==> src/rtl/lsu_pkg.sv <==
// lsu_pkg: shared state encoding, funct3 access codes and byte-enable constants for the LSU
package lsu_pkg;
    typedef enum logic [1:0] {IDLE, REQ, WAIT_RESP, DONE} state_e;
    localparam logic [2:0] F3_B  = 3'b000;
    localparam logic [2:0] F3_H  = 3'b001;
    localparam logic [2:0] F3_W  = 3'b010;
    localparam logic [2:0] F3_BU = 3'b100;
    localparam logic [2:0] F3_HU = 3'b101;
    localparam logic [3:0] BE_WORD = 4'b1111;
endpackage

==> src/rtl/lsu_lane_align.sv <==
// lsu_lane_align: byte-enable / store-lane replication and load lane extract with sign/zero extension
// ports: funct3_i access code, addr_i byte offset, wdata_i store data, rdata_i raw bus word;
//        be_o byte enables, wdata_o replicated store data, rdata_o extended load value
module lsu_lane_align
    import lsu_pkg::*;
(
    input  logic [2:0]  funct3_i,
    input  logic [1:0]  addr_i,
    input  logic [31:0] wdata_i,
    input  logic [31:0] rdata_i,
    output logic [3:0]  be_o,
    output logic [31:0] wdata_o,
    output logic [31:0] rdata_o
);
    logic [7:0]  b;
    logic [15:0] h;
    always_comb begin
        b       = rdata_i[{addr_i, 3'b000} +: 8];
        h       = rdata_i[{addr_i[1], 4'b0000} +: 16];
        be_o    = funct3_i[1:0] == 2'b00 ? 4'b0001 << addr_i :
                  funct3_i[1:0] == 2'b01 ? 4'b0011 << {addr_i[1], 1'b0} : BE_WORD;
        wdata_o = funct3_i[1:0] == 2'b00 ? {4{wdata_i[7:0]}} :
                  funct3_i[1:0] == 2'b01 ? {2{wdata_i[15:0]}} : wdata_i;
        rdata_o = funct3_i == F3_B  ? {{24{b[7]}}, b} :
                  funct3_i == F3_BU ? {24'b0, b} :
                  funct3_i == F3_H  ? {{16{h[15]}}, h} :
                  funct3_i == F3_HU ? {16'b0, h} : rdata_i;
    end
endmodule

==> src/rtl/lsu_bus_bridge.sv <==
// lsu_bus_bridge: stalls the core while a load/store runs over a handshaked variable-latency bus
// ports: core side mem_read/mem_write/funct3/addr/wdata in, rdata/stall/fault/misalign out;
//        bus side bus_req/bus_we/bus_addr/bus_be/bus_wdata out, bus_gnt/bus_rvalid/bus_rdata/bus_err in
module lsu_bus_bridge
    import lsu_pkg::*;
#(
    parameter int unsigned TIMEOUT_CYCLES = 255
) (
    input  logic        clk,
    input  logic        reset,
    input  logic        mem_read,
    input  logic        mem_write,
    input  logic [2:0]  funct3,
    input  logic [31:0] addr,
    input  logic [31:0] wdata,
    output logic [31:0] rdata,
    output logic        stall,
    output logic        fault,
    output logic        misalign,
    output logic        bus_req,
    output logic        bus_we,
    output logic [31:0] bus_addr,
    output logic [3:0]  bus_be,
    output logic [31:0] bus_wdata,
    input  logic        bus_gnt,
    input  logic        bus_rvalid,
    input  logic [31:0] bus_rdata,
    input  logic        bus_err
);
    state_e      state_q;
    logic [7:0]  cnt_q;
    logic [2:0]  f3_q;
    logic [1:0]  lo_q;
    logic        we_q;
    logic [31:0] rdata_q, bus_addr_q, bus_wdata_q;
    logic [3:0]  bus_be_q;
    logic        fault_q, misalign_q, bus_req_q, bus_we_q;
    logic        req, bad, mis, timeout;
    logic [3:0]  be;
    logic [31:0] wd, ext;
    always_comb begin
        req     = mem_read | mem_write;
        bad     = !(funct3 inside {F3_B, F3_H, F3_W, F3_BU, F3_HU}) | (mem_read & mem_write);
        mis     = ((funct3 == F3_H || funct3 == F3_HU) && addr[0]) || (funct3 == F3_W && addr[1:0] != 2'b00);
        timeout = cnt_q == 8'(TIMEOUT_CYCLES - 1);
    end
    // live request drives lane logic in IDLE, the captured one drives load extraction later
    lsu_lane_align u_align (
        .funct3_i (state_q == IDLE ? funct3 : f3_q),
        .addr_i   (state_q == IDLE ? addr[1:0] : lo_q),
        .wdata_i  (wdata),
        .rdata_i  (bus_rdata),
        .be_o     (be),
        .wdata_o  (wd),
        .rdata_o  (ext)
    );
    always_ff @(posedge clk) begin
        if (reset) begin
            state_q     <= IDLE;
            cnt_q       <= '0;
            f3_q        <= '0;
            lo_q        <= '0;
            we_q        <= 1'b0;
            rdata_q     <= '0;
            fault_q     <= 1'b0;
            misalign_q  <= 1'b0;
            bus_req_q   <= 1'b0;
            bus_we_q    <= 1'b0;
            bus_addr_q  <= '0;
            bus_be_q    <= '0;
            bus_wdata_q <= '0;
        end else begin
            case (state_q)
                IDLE: if (req) begin
                    f3_q    <= funct3;
                    lo_q    <= addr[1:0];
                    we_q    <= mem_write;
                    cnt_q   <= '0;
                    rdata_q <= '0;
                    if (bad || mis) begin
                        state_q    <= DONE;
                        fault_q    <= bad;
                        misalign_q <= mis;
                    end else begin
                        state_q     <= REQ;
                        bus_req_q   <= 1'b1;
                        bus_we_q    <= mem_write;
                        bus_addr_q  <= {addr[31:2], 2'b00};
                        bus_be_q    <= be;
                        bus_wdata_q <= wd;
                    end
                end
                // timeout wins over a grant or response arriving in the final budgeted cycle
                REQ: begin
                    cnt_q <= cnt_q + 8'd1;
                    if (timeout) begin
                        state_q   <= DONE;
                        fault_q   <= 1'b1;
                        bus_req_q <= 1'b0;
                    end else if (bus_gnt) begin
                        state_q   <= WAIT_RESP;
                        bus_req_q <= 1'b0;
                    end
                end
                WAIT_RESP: begin
                    cnt_q <= cnt_q + 8'd1;
                    if (timeout) begin
                        state_q <= DONE;
                        fault_q <= 1'b1;
                    end else if (bus_rvalid) begin
                        state_q <= DONE;
                        fault_q <= bus_err;
                        rdata_q <= (bus_err || we_q) ? 32'h0 : ext;
                    end
                end
                default: begin
                    state_q    <= IDLE;
                    fault_q    <= 1'b0;
                    misalign_q <= 1'b0;
                end
            endcase
        end
    end
    assign stall     = (mem_read | mem_write) & (state_q != DONE) & ~reset;
    assign rdata     = rdata_q;
    assign fault     = fault_q;
    assign misalign  = misalign_q;
    assign bus_req   = bus_req_q;
    assign bus_we    = bus_we_q;
    assign bus_addr  = bus_addr_q;
    assign bus_be    = bus_be_q;
    assign bus_wdata = bus_wdata_q;
endmodule

==> config.mk <==
export PLATFORM = sky130hd
export DESIGN_NAME = lsu_bus_bridge
export DESIGN_NICKNAME = d
export VERILOG_FILES = /design/src/rtl/lsu_pkg.sv /design/src/rtl/lsu_lane_align.sv /design/src/rtl/lsu_bus_bridge.sv
export SDC_FILE = /design/constraint.sdc
export NUM_CORES = 1
export LEC_CHECK = 0
export BUFFER_PORTS_ARGS = -buffer_cell sky130_fd_sc_hd__buf_2
export CORE_MARGIN = 2
export CORE_UTILIZATION = 46
export DETAILED_ROUTE_END_ITERATION = 7
export PLACE_DENSITY = 0.73
export SYNTH_ARGS = -nofsm -noshare
export SYNTH_HDL_FRONTEND = slang
export SYNTH_HIERARCHICAL = 1
export SYNTH_SLANG_ARGS = --single-unit
==> constraint.sdc <==
create_clock -name clk -period 2.6 [get_ports clk]
set_input_delay 0.13 -clock clk [delete_from_list [all_inputs] [get_ports clk]]
set_output_delay 0.13 -clock clk [all_outputs]
set_load 0.005 [all_outputs]
=== Yosys cells after proc, flatten, opt, wreduce, memory -nomap -nowiden ===
Index checks and enable logic that the tools add are counted.

* Input port bits: 106
* Output and inout port bits: 105
* Logic and storage cells: 109
* Register bits after elaboration: 118

* Add/sub/neg operators: 1
* Shift-type cells: 4
* Bitwise logic cells: 8
* Reductions and logical operators: 25
* Mux-type cells: 38
* Equal/unequal tests: 20

{| class="wikitable"
|+ Operators with widths
! cell !! count
|-
| 32-bit two-way mux || 10
|-
| 32-bit case mux with 2 select lines || 1
|-
| 32-bit by 6-bit indexed part select with 16-bit output || 1
|-
| 32-bit by 6-bit indexed part select with 8-bit output || 1
|-
| 8-bit case mux with 2 select lines || 1
|-
| 2-bit two-way mux || 7
|-
| 3-bit equality test (second input constant) || 4
|-
| 2-bit inequality test (second input constant) || 6
|-
| 4-bit AND reduction || 3
|-
| 1-bit two-way mux || 11
|-
| 3-bit AND reduction || 3
|-
| 8-bit by 1-bit adder with 8-bit output (second input constant) || 1
|-
| 8-bit equality test (second input constant) || 1
|-
| 4-bit two-way mux || 2
|-
| 8-bit two-way mux || 1
|-
| 2-bit nonzero test || 4
|-
| 3-bit by 1-bit equality test with 1-bit output (second input constant) || 2
|-
| 3-bit logical NOT || 2
|-
| 3-bit inequality test (second input constant) || 2
|-
| 2-bit case mux with 3 select lines || 1
|-
| 5-bit nonzero test || 1
|-
| 2-bit by 1-bit equality test with 1-bit output (second input constant) || 2
|-
| 2-bit logical NOT || 2
|-
| 1-bit logical OR || 4
|-
| other kinds (15) || 23
|}

=== Depth between registers and ports, before layout ===
Gate-level depths: netlist of run 1.

* Word-level depth: 11
* Gate-level depth with buffers: 13
* Gate-level depth less buffers: 9

=== By module ===
Netlist of run 1, hierarchy kept.

{| class="wikitable"
|+ Modules (own cells, without submodules)
! module !! cells each !! seq. area each (µm²) !! area each (µm²) !! times used
|-
| lsu_bus_bridge || 567 || 2362.3 || 4815.9 || 1
|-
| lsu_lane_align || 220 || 0.0 || 1292.5 || 1
|}

=== Worst setup path after synthesis of run 1 ===
No wires, ideal clock.

* Path type: reg-to-reg
* Start point: register state_q[0]
* End point: register rdata_q[21] (netlist: rdata[21])
* Path buffers: 4
* Cell stages (with the launch flop): 14
* Arrival: 2.427 ns
* Setup time: 0.120 ns
* Period minus slack after synthesis: 2.547 ns
* Required time: 2.480 ns
* Setup slack: 0.053 ns
* Cell sequence: dfxtp_1 > inv_1 > ha_1 > buf_2 > buf_1 > mux2_2 > buf_6 > nor2_1 > mux4_2 > nand2_4 > buf_6 > nand2_1 > nand2_1 > mux2i_1

* Cells in the longest elaborated chain, start to end: 11
* Elaborated cells on any way between the ends: 23
* Those cells by class: eq/ne: 7; shift: 2; mux: 10; reduce/logical: 4

{| class="wikitable"
|+ RTL lines
! what !! line !! RTL
|-
| start, declared || lsu_bus_bridge.sv:30 || <nowiki>state_e state_q;</nowiki>
|-
| start signal, assigned || lsu_bus_bridge.sv:59 || <nowiki>state_q <= IDLE;</nowiki>
|-
| start signal, assigned || lsu_bus_bridge.sv:81 || <nowiki>state_q <= DONE;</nowiki>
|-
| start signal, assigned || lsu_bus_bridge.sv:85 || <nowiki>state_q <= REQ;</nowiki>
|-
| 2-bit logical NOT * || lsu_bus_bridge.sv:49, lsu_bus_bridge.sv:50 ||
|-
| parallel branches: the longest is 5 deep, another holds 32-bit by 6-bit indexed part select with 16-bit output || -- ||
|-
| 32-bit two-way mux * || lsu_lane_align.sv:24 || <nowiki>rdata_o = funct3_i == F3_B ? {{24{b[7]}}, b} :</nowiki>
|-
| named net ext[21] || lsu_bus_bridge.sv:40 || <nowiki>logic [31:0] wd, ext;</nowiki>
|-
| 32-bit two-way mux * || lsu_bus_bridge.sv:113 || <nowiki>rdata_q <= (bus_err || we_q) ? 32'h0 : ext;</nowiki>
|-
| 32-bit two-way mux * || lsu_bus_bridge.sv:110 || <nowiki>end else if (bus_rvalid) begin</nowiki>
|-
| 32-bit two-way mux * || lsu_bus_bridge.sv:107 || <nowiki>if (timeout) begin</nowiki>
|-
| 32-bit case mux with 2 select lines * || lsu_bus_bridge.sv:73 || <nowiki>case (state_q)</nowiki>
|-
| end signal, assigned || lsu_bus_bridge.sv:113 ||
|-
| end, declared || lsu_bus_bridge.sv:35 || <nowiki>logic [31:0] rdata_q, bus_addr_q, bus_wdata_q;</nowiki>
|}

Mark *: on every way through the listed nets, which the timed path passes. The select of a mux whose other input is x is not followed.
A chain may end at the register's enable or synchronous reset.

=== Final worst setup path of run 1 ===
* Start point: register state_q[0]
* End point: register rdata_q[14] (netlist: rdata[14])

* Cells in the longest elaborated chain, start to end: 11
* Elaborated cells on any way between the ends: 23
* Those cells by class: eq/ne: 7; shift: 2; mux: 10; reduce/logical: 4

{| class="wikitable"
|+ RTL lines
! what !! line !! RTL
|-
| 2-bit logical NOT * || lsu_bus_bridge.sv:49, lsu_bus_bridge.sv:50 ||
|-
| 2-bit two-way mux or 3-bit two-way mux (tied branches) || lsu_bus_bridge.sv:50, lsu_bus_bridge.sv:49 ||
|-
| 32-bit by 6-bit indexed part select with 16-bit output or 3-bit equality test (tied branches) || lsu_lane_align.sv:19, lsu_lane_align.sv:27 ||
|-
| 32-bit two-way mux || lsu_lane_align.sv:27 || <nowiki>funct3_i == F3_HU ? {16'b0, h} : rdata_i;</nowiki>
|-
| 32-bit two-way mux || lsu_lane_align.sv:26 || <nowiki>funct3_i == F3_H ? {{16{h[15]}}, h} :</nowiki>
|-
| 32-bit two-way mux || lsu_lane_align.sv:25 || <nowiki>funct3_i == F3_BU ? {24'b0, b} :</nowiki>
|-
| 32-bit two-way mux * || lsu_lane_align.sv:24 ||
|-
| named net ext[14] || lsu_bus_bridge.sv:40 ||
|-
| 32-bit two-way mux * || lsu_bus_bridge.sv:113 ||
|-
| 32-bit two-way mux * || lsu_bus_bridge.sv:110 ||
|-
| 32-bit two-way mux * || lsu_bus_bridge.sv:107 ||
|-
| 32-bit case mux with 2 select lines * || lsu_bus_bridge.sv:73 ||
|}

Mark *: on every way through the listed nets, which the timed path passes. The rest lies on a longest branch. The select of a mux whose other input is x is not followed.

==> reports/metrics.yaml, run 1 <==
slew_headroom_pct: 53.7
final_nets: 1118
synthSimpleGateAreaFrac_pct: 25.4
clockRootBuffer: "clkbuf_16"
slowest_stage: "mux2_2"
synth-xor-area-share_pct: 1.00
die_h_um: 119
io_pins: 211
h-tree-depth: 4
gp_congestion: 0.892
synth_cell_type_count: 60
path_cells: "inv_1 -> ha_1 -> mux2_2 -> buf_4 -> and2b_1 -> nand2_1 -> nand2_1 -> a31oi_1 -> nand2_1 -> mux2i_1"
grt_start_max_net_pins: 64
status: "complete, no violations"
post-route-period-util_pct: 92.7
drive_above_1_share_pct: 28.6
synth.area.mux_share_pct: 11.7
cts_sinks: 118
cpPeakStageDelay_ns: 0.40
start_util_pct: 46.7
insertion_delay_ns: 0.41
wl_per_cell_um: 14.9
hpwl_mm: 12.0
drtIter0Drc: 390
postCtsSetupBuffers: 0
cp_num_buf_inv: 2
ys_seq_elements: 118
ant_nets: 0
crit_family: "simple AND/OR/NAND/NOR gates"
cp-end-kind: "flip-flop"
max_freq_mhz: 415
synth_top_family_by_area: "simple AND/OR/NAND/NOR gates"
drc: 0
grtUsageTotal_pct: 24.9
tns_ns: 0
via_per_inst: 5.14
syn_area_um2: 6110
cp-start-kind: "flip-flop"
pwr_density_cell_nw_per_um2: 953
clock_skew_ns: 0.00703
vdd_drop_max_mv: 0.607
grt_overflow: 0
cpMostUsedCell: "nand2_1"
synth_area_per_cell_um2: 7.76
tightest_slew_ns: 0.694
clkSlewWorstSetupHoldPaths_ns: 0.05
clockBufferDepth: 2
yosysWarnings: 6
utilization_pct: 62.6
critPathMaxFanout: 17
ys_dominant_reg_cell: "dfxtp_1"
critical_path_class: "flip-flop to flip-flop"
whs_ns: 0.0437
grt_pass1_vias: 5682
antenna_found_initial: 1
min_period_ns: 2.41
cts_tree: "yes"
grt_pass1_wl_mm: 28.5
arrival_ns: 2.74
synthAdderAreaFrac_pct: 1.23
required_ns: 2.93
p_leak_nw: 3.73
synth_edf_count: 0
vias: 6142
final_hold_viol_count: 0
area_delta_synth_final_pct: 34.1
rsz0062_at_grt: "no"
setup_viol: 0
numPortBuffers: 208
totalWireLength_mm: 17.8
die_x_um: 119
synth_compound_area_share_pct: 14.4
cts_buffers: 17
synthCells: 787
core_um2: 13100
std_cell_rows: 42
drtPass1Iterations: 5
cap_violations: 0
drv_slew: 0
async_reset_ff_share_pct: 0
synth_seq_area_share_pct: 38.7
dieArea_um2: 14200
hold_path_class: "input port to flip-flop"
-- per-stage QoR --
stage	cell area, um2	worst slack (ns)	power, mW	std cells
6_report	8190	0.189	7.81	1196
4_1_cts	8190	0.168	7.82	1195
3_3_place_gp	7150	0.312	5.14	1125
2_1_floorplan	6110	0.0531	4.51	788
5_1_grt	8190	0.00601	8.26	1195
3_5_place_dp	7150	0.234	5.15	1125
-- area by class of cell --
class / count / area (um2)
clock buffer: 20 / 457
antenna: 1 / 2.50
fill: 1163 / 4890
tap: 176 / 220
inverter: 9 / 33.8
timing repair buffer: 265 / 1600
sequential: 118 / 2360
multi-input combinational: 595 / 3310
clock inverter: 12 / 200
-- kinds of logic (layout without fill, tap and decap cells) --
kind of cell,count (synthesis),count (layout)
DFF,118,118
xor gates and xnor gates,7,7
AOI/OAI and AO/OA,141,141
adders and majority gates,6,6
other,1,3
and+or+nand+nor,373,373
buffers and inverters,75,306
muxes,66,66
-- layer usage --
| layer | GRT usage (%) | wire length, um | vias up |
|---|---|---|---|
| li1 | - | - | 3072 |
| met3 | 5.22 | 1080 | 33 |
| met5 | 0 | 0 | - |
| met4 | 9.82 | 453 | 0 |
| met2 | 39.2 | 8140 | 227 |
| met1 | 33.5 | 8130 | 2810 |
-- worst register-to-register path, cell delays in order (launching register included) --
cell and delay [ns]:
dfxtp_1 0.33, inv_1 0.11, ha_1 0.28, mux2_2 0.41, buf_4 0.21, and2b_1 0.21, nand2_1 0.25, nand2_1 0.09
a31oi_1 0.21, nand2_1 0.09, mux2i_1 0.15
-- report_power, final --
group | internal (mW) | total, mW | switching, mW
clock | 1.75 | 2.59 | 0.845
sequential | 2.01 | 2.12 | 0.107
combinational | 1.32 | 3.10 | 1.77
total | 5.08 | 7.81 | 2.73
-- layout by cell type, fill, tap and decap left out, types with 3 or more instances in the layout --
master         netlist  final
nand3_1              5      5
xnor2_1              7      7
o21bai_1             5      5
clkinvlp_4           0      3
nand2b_1             9      9
nor2_1              30     30
buf_2               18    208
nor2b_1              7      7
buf_4               17     16
dfxtp_1            118    118
mux4_2               3      3
o32ai_1              5      5
inv_1                7      7
nor3_1              10     10
o21ai_0             11     11
o311a_1              4      4
a31oi_1              9      9
buf_12               0      3
a21oi_1             77     77
dlygate4sd3_1        0     38
mux2_2              13     13
clkbuf_16            0     17
bufinv_16            0      5
mux2i_1             50     50
ha_1                 6      6
a211oi_1             7      7
nand2_1            295    295
-- worst paths after layout --
kind                            cells past startpoint                  startpoint                          to  slack (ns)
worst max-delay path                               10     state_q[0]$_SDFFE_PP0P_      rdata[14]$_SDFFE_PP0P_        0.19
worst min-delay path                                3                   funct3[2]        f3_q[2]$_SDFFE_PP0P_        0.04
worst max register to register                     10     state_q[0]$_SDFFE_PP0P_      rdata[14]$_SDFFE_PP0P_        0.19
worst min register to register                      2  bus_wdata[27]$_SDFFE_PP0P_  bus_wdata[27]$_SDFFE_PP0P_        0.45
-- sequential cells by signal (all words and copies together) (netlist names) --
register / count
bus_wdata: 32
rdata: 32
bus_addr: 30
cnt_q: 8
bus_be: 4
f3_q: 3
lo_q: 2
state_q: 2
bus_req: 1
bus_we: 1
fault: 1
misalign: 1
we_q: 1
-- timing repair --
action / in CTS / in global routing
hold endpoints to repair: 38 / 0
hold buffers: 38 / 0
resized for setup: 0 / 1
setup endpoints to repair: 0 / 2
-- synth_stat cells (all sizes together) (2+ instances only) --
cell | count | area (um2)
clkbuf | 18 | 67.6
o211ai | 2 | 15.0
nor2 | 30 | 113
dfxtp | 118 | 2360
or2 | 2 | 12.5
nand4 | 2 | 18.8
mux4 | 3 | 67.6
nand2 | 296 | 1120
nor2b | 7 | 43.8
nor3b | 2 | 20.0
o311a | 4 | 40.0
mux2i | 50 | 500
nor4 | 3 | 25.0
ha | 6 | 75.1
a21oi | 77 | 385
nor3 | 11 | 60.1
a211oi | 7 | 52.6
nor4b | 2 | 30.0
a22oi | 2 | 15.0
nand3 | 5 | 25.0
o2111a | 2 | 23.8
and2b | 2 | 15.0
o22ai | 2 | 12.5
a221oi | 3 | 32.5
a31oi | 9 | 56.3
nand2b | 9 | 56.3
o32ai | 5 | 43.8
mux2 | 13 | 146
buf | 48 | 357
inv | 8 | 30.0
o21ai | 12 | 60.1
o21bai | 5 | 37.5
xnor2 | 7 | 61.3
(Power assumes the default switching activity.)
==> inputs of run 2 (changes only) <==
Settings changed: SETUP_SLACK_MARGIN from default to 0.5.
Clock period 2.6 ns to 1.9 ns, I/O delays scaled along.
==> run 2 against run 1 <==
The run now ends with negative setup slack left. Maximum frequency is 15% higher. Count of clock-buffer cells in the layout is the same. Global-route usage is 2.6 points higher. Power is 66% higher. Clock power up 36%. Die area is the same. Utilization is 12 points higher. Cell area grew 19%. Worst hold slack worse by 0.0072 ns. Wire length up 21%. Clock skew is essentially flat. Largest cell class unchanged. Largest power group unchanged. Highest routed layer unchanged.
==> reports/metrics.yaml, run 2 (synthesis results as in run 1) <==
status: "complete, but fails checks"
violations: "negative setup slack"
hpwl_mm: 12.4
core_um2: 13100
drtIter0Drc: 533
cp-start-kind: "flip-flop"
cts_buffers: 17
clockRootBuffer: "clkbuf_16"
cts_tree: "yes"
pwr_density_cell_nw_per_um2: 1330
cp-end-kind: "flip-flop"
max_freq_mhz: 479
std_cell_rows: 42
min_period_ns: 2.09
intPower_mw: 8.36
setup_viol: 99
antenna_found_initial: 1
tns_ns: -9.95
tightest_slew_ns: 0.755
ant_nets: 0
wl_per_cell_um: 16.9
cts_sinks: 118
clockBufferDepth: 2
switching_power_mw: 4.62
dp_worst_setup_slack_ns: -0.195
grtUsageTotal_pct: 27.6
slew_headroom_pct: 49.7
clockPowerShare_pct: 27.1
clkSlewWorstSetupHoldPaths_ns: 0.06
cap_violations: 0
critical_path_class: "flip-flop to flip-flop"
grt_pass1_vias: 6152
p_seq_share_pct: 22.5
via_per_inst: 5.34
drive_above_1_share_pct: 41.7
final_nets: 1194
post-route-period-util_pct: 110
arrival_ns: 2.38
start_util_pct: 46.7
io_pins: 211
clock_skew_ns: 0.00659
setup_ws_ns: -0.187
numPortBuffers: 208
rsz0062_at_grt: "yes"
final_hold_viol_count: 0
die_h_um: 119
layout_commonest_cell: "nand2_1"
pwr-share-comb_pct: 50.4
critPathMaxFanout: 8
vdd_drop_max_mv: 0.850
area_delta_synth_final_pct: 60.1
totalWireLength_mm: 21.5
vias: 6794
grt_pass1_wl_mm: 31.2
gp_congestion: 0.909
required_ns: 2.19
dieArea_um2: 14200
h-tree-depth: 4
die_x_um: 119
drv_slew: 0
insertion_delay_ns: 0.41
grt_overflow: 0
drtPass1Iterations: 7
finalPower_mw: 13.0
mostFrequentLayoutCells: "nand2_1 (267), buf_2 (208), dfxtp_1 (116)"
drc: 0
grt_start_max_net_pins: 63
power_switching_share_pct: 35.6
p_leak_nw: 4.35
hold_path_class: "input port to flip-flop"
rrSetupSlack_ns: -0.19
-- run 2: changes by cell type in the layout (fill, tap and decap cells not counted), moves of 7 or more --
cell and delta:
nand2_1 -28, buf_6 +27, nand2_2 +27, buf_4 +23, a21oi_1 -15, a21oi_2 +15, buf_16 +8, buf_12 +7
nor2_1 -7
-- run 2: routing by layer --
layer  GRT usage (%)  vias to the layer above  wire length (um)
li1                -                     3237                 -
met1            35.3                     3217              9030
met2            45.2                      294             10400
met3            5.60                       46              1480
met4            11.5                        0               572
met5               0                        -                 0
-- run 2: layout make-up --
cell class	instances	area, um2
diodes	1	2.50
multi-input cells	597	3880
fillers	947	3310
well taps	176	220
inverters	9	36.3
clock buffers	20	447
flip-flops and latches	118	2360
clock inverters	12	200
repair buffers	339	2630
-- run 2: worst paths after layout --
| kind | startpoint | endpoint | cells after the start |
|---|---|---|---|
| worst min register to register | bus_wdata[7]$_SDFFE_PP0P_ | bus_wdata[7]$_SDFFE_PP0P_ | 2 |
| worst max-delay path | state_q[0]$_SDFFE_PP0P_ | rdata[26]$_SDFFE_PP0P_ | 9 |
| worst min-delay path | wdata[8] | bus_wdata[8]$_SDFFE_PP0P_ | 5 |
| worst max register to register | state_q[0]$_SDFFE_PP0P_ | rdata[26]$_SDFFE_PP0P_ | 9 |
-- run 2: stage by stage --
stage	cells	util [%]	cell area, um2	hold WS (ns)
floorplan	788	-	6320	0.231
global placement	1150	57.3	7500	0.336
detailed placement	1150	57.3	7500	0.343
CTS	1251	70.5	9230	0.0125
global route	1272	74.7	9780	0.0409
finish	1272	74.7	9780	0.0365
-- run 2: power groups by stage --
stage | Combinational (mW) | Clock [mW] | Sequential (mW)
finish | 6.55 | 3.52 | 2.91
global route | 6.97 | 3.67 | 2.94
CTS | 5.54 | 3.55 | 2.90
detailed placement | 4.58 | 0 | 2.95
global placement | 4.56 | 0 | 2.94
floorplan | 3.54 | 0 | 2.96
-- run 2: critical path, stage by stage (launching register included) --
cell     delay (ns)
dfxtp_2        0.32
inv_2          0.08
ha_4           0.18
mux2_4         0.34
inv_4          0.08
mux4_2         0.60
nand2_4        0.17
nand2_1        0.07
nand2_1        0.06
mux2i_1        0.06
-- run 2: timing repair --
item	in CTS	in global routing
hold endpoints to repair	38	0
setup endpoints to repair	118	119
hold buffers	38	0
pin swaps	12	29
setup buffers	21	15
gates resized for setup	59	87
cloned	10	5
==> inputs of run 3 (changes only) <==
Settings changed: SETUP_SLACK_MARGIN 0.5 to default.
==> run 3 against run 2 <==
The flow still finishes with violations (negative setup slack). Critical path type unchanged. Combinational power down 18%. Clock skew up 0.0012 ns. Die area unchanged. Highest routed layer unchanged.
==> reports/metrics.yaml, run 3 (synthesis results as in run 1) <==
tns_ns: -3.58
grt_pass1_wl_mm: 29.7
drtPass1Iterations: 5
clkSlewWorstSetupHoldPaths_ns: 0.06
dieArea_um2: 14200
drive_above_1_share_pct: 34.2
vias: 6393
p_leak_nw: 3.97
critical_path_class: "flip-flop to flip-flop"
cts_buffers: 17
via_per_inst: 5.17
clockBufferDepth: 2
setup_viol: 32
wl_per_cell_um: 15.3
start_util_pct: 46.7
die_x_um: 119
final_hold_viol_count: 0
max_freq_mhz: 481
grt_start_max_net_pins: 80
cap_violations: 0
die_h_um: 119
antennaDiodeCount: 0
grt_pass1_vias: 6047
post-route-period-util_pct: 109
pwr_density_cell_nw_per_um2: 1320
drv_slew: 0
rsz0062_at_grt: "yes"
io_pins: 211
clockRootBuffer: "clkbuf_16"
area_delta_synth_final_pct: 43.3
hpwl_mm: 12.0
h-tree-depth: 4
totalWireLength_mm: 18.9
whs_ns: 0.0277
setup_ws_ns: -0.180
cp-end-kind: "flip-flop"
crit_start: "state_q[1]$_SDFFE_PP0P_"
std_cell_rows: 42
min_period_ns: 2.08
core_um2: 13100
vdd_drop_max_mv: 0.711
gp_congestion: 0.890
critPathMaxFanout: 8
status: "complete, but fails checks"
drc: 0
layout_commonest_cell: "nand2_1"
grtUsageTotal_pct: 26.1
clock_skew_ns: 0.00783
cts_sinks: 118
r2r-start: "state_q[1]$_SDFFE_PP0P_"
hold_path_class: "input port to flip-flop"
antenna_found_initial: 0
ant_nets: 0
rr_endpoint: "rdata[25]$_SDFFE_PP0P_"
drtIter0Drc: 433
arrival_ns: 2.38
worstSetupEndpoint: "rdata[25]$_SDFFE_PP0P_"
rrSetupSlack_ns: -0.18
violations: "negative setup slack"
final_nets: 1159
numPortBuffers: 208
required_ns: 2.20
insertion_delay_ns: 0.42
mostFrequentLayoutCells: "nand2_1 (285), buf_2 (208), dfxtp_1 (116)"
r2r_cells: 9
grt_overflow: 0
cp-start-kind: "flip-flop"
cts_tree: "yes"
-- run 3: what timing repair did --
item / in CTS / in global routing
pin swaps: 13 / 12
gates resized for setup: 28 / 15
endpoints found under the hold margin: 43 / 0
hold buffers: 43 / 0
buffers inserted: 9 / 2
setup endpoints to repair: 32 / 86
cloned: 1 / 1
-- run 3: worst min-delay path by stage --
stage / from / end / slack (ns) / cells past startpoint
finish: wdata[9] / bus_wdata[9]$_SDFFE_PP0P_ / 0.03 / 5
detailed placement: addr[19] / bus_addr[19]$_SDFFE_PP0P_ / 0.34 / 3
floorplan: addr[10] / bus_addr[10]$_SDFFE_PP0P_ / 0.23 / 2
CTS: wdata[10] / bus_wdata[10]$_SDFFE_PP0P_ / 0.0009 / 5
global route: wdata[9] / bus_wdata[9]$_SDFFE_PP0P_ / 0.04 / 5
global placement: addr[23] / bus_addr[23]$_SDFFE_PP0P_ / 0.33 / 3
-- run 3: layout make-up --
cell class              instances  area [um2]
inverters                       9        36.3
well taps                     176         220
clock buffers                  18         439
repair buffers                304        1990
flip-flops and latches        118        2360
clock inverters                14         178
fillers                      1082        4330
multi-input cells             597        3520
-- run 3: metal layers --
layer  track usage [%]  vias up  wire length, um
li1                  -     3152                -
met1              32.1     2950             8060
met2              43.3      246             9100
met3              5.99       45             1180
met4              12.1        0              510
met5                 0        -                0
-- run 3: critical path: stages, from the launching register on --
cell and delay, ns:
dfxtp_2 0.32, inv_2 0.07, ha_4 0.18, mux2_4 0.35
inv_4 0.07, mux4_2 0.61, nand2_4 0.18, nand2_1 0.06
nand2_1 0.06, mux2i_1 0.06
-- run 3: stage by stage --
stage,utilization (%),worst slack (ns),cells,power [mW],instance area (um2)
2_1_floorplan,-,-0.264,788,6.43,6220
3_3_place_gp,56.8,-0.143,1148,7.54,7430
3_5_place_dp,56.8,-0.184,1148,7.56,7430
4_1_cts,66.3,-0.144,1233,11.4,8670
5_1_grt,66.9,-0.251,1236,12.2,8750
6_report,66.9,-0.180,1236,11.6,8750
-- run 3: power by group --
group | internal [mW] | switching, mW | total, mW
registers | 2.75 | 0.151 | 2.90
clock network | 2.10 | 1.20 | 3.31
logic | 2.49 | 2.85 | 5.34
total | 7.34 | 4.21 | 11.6
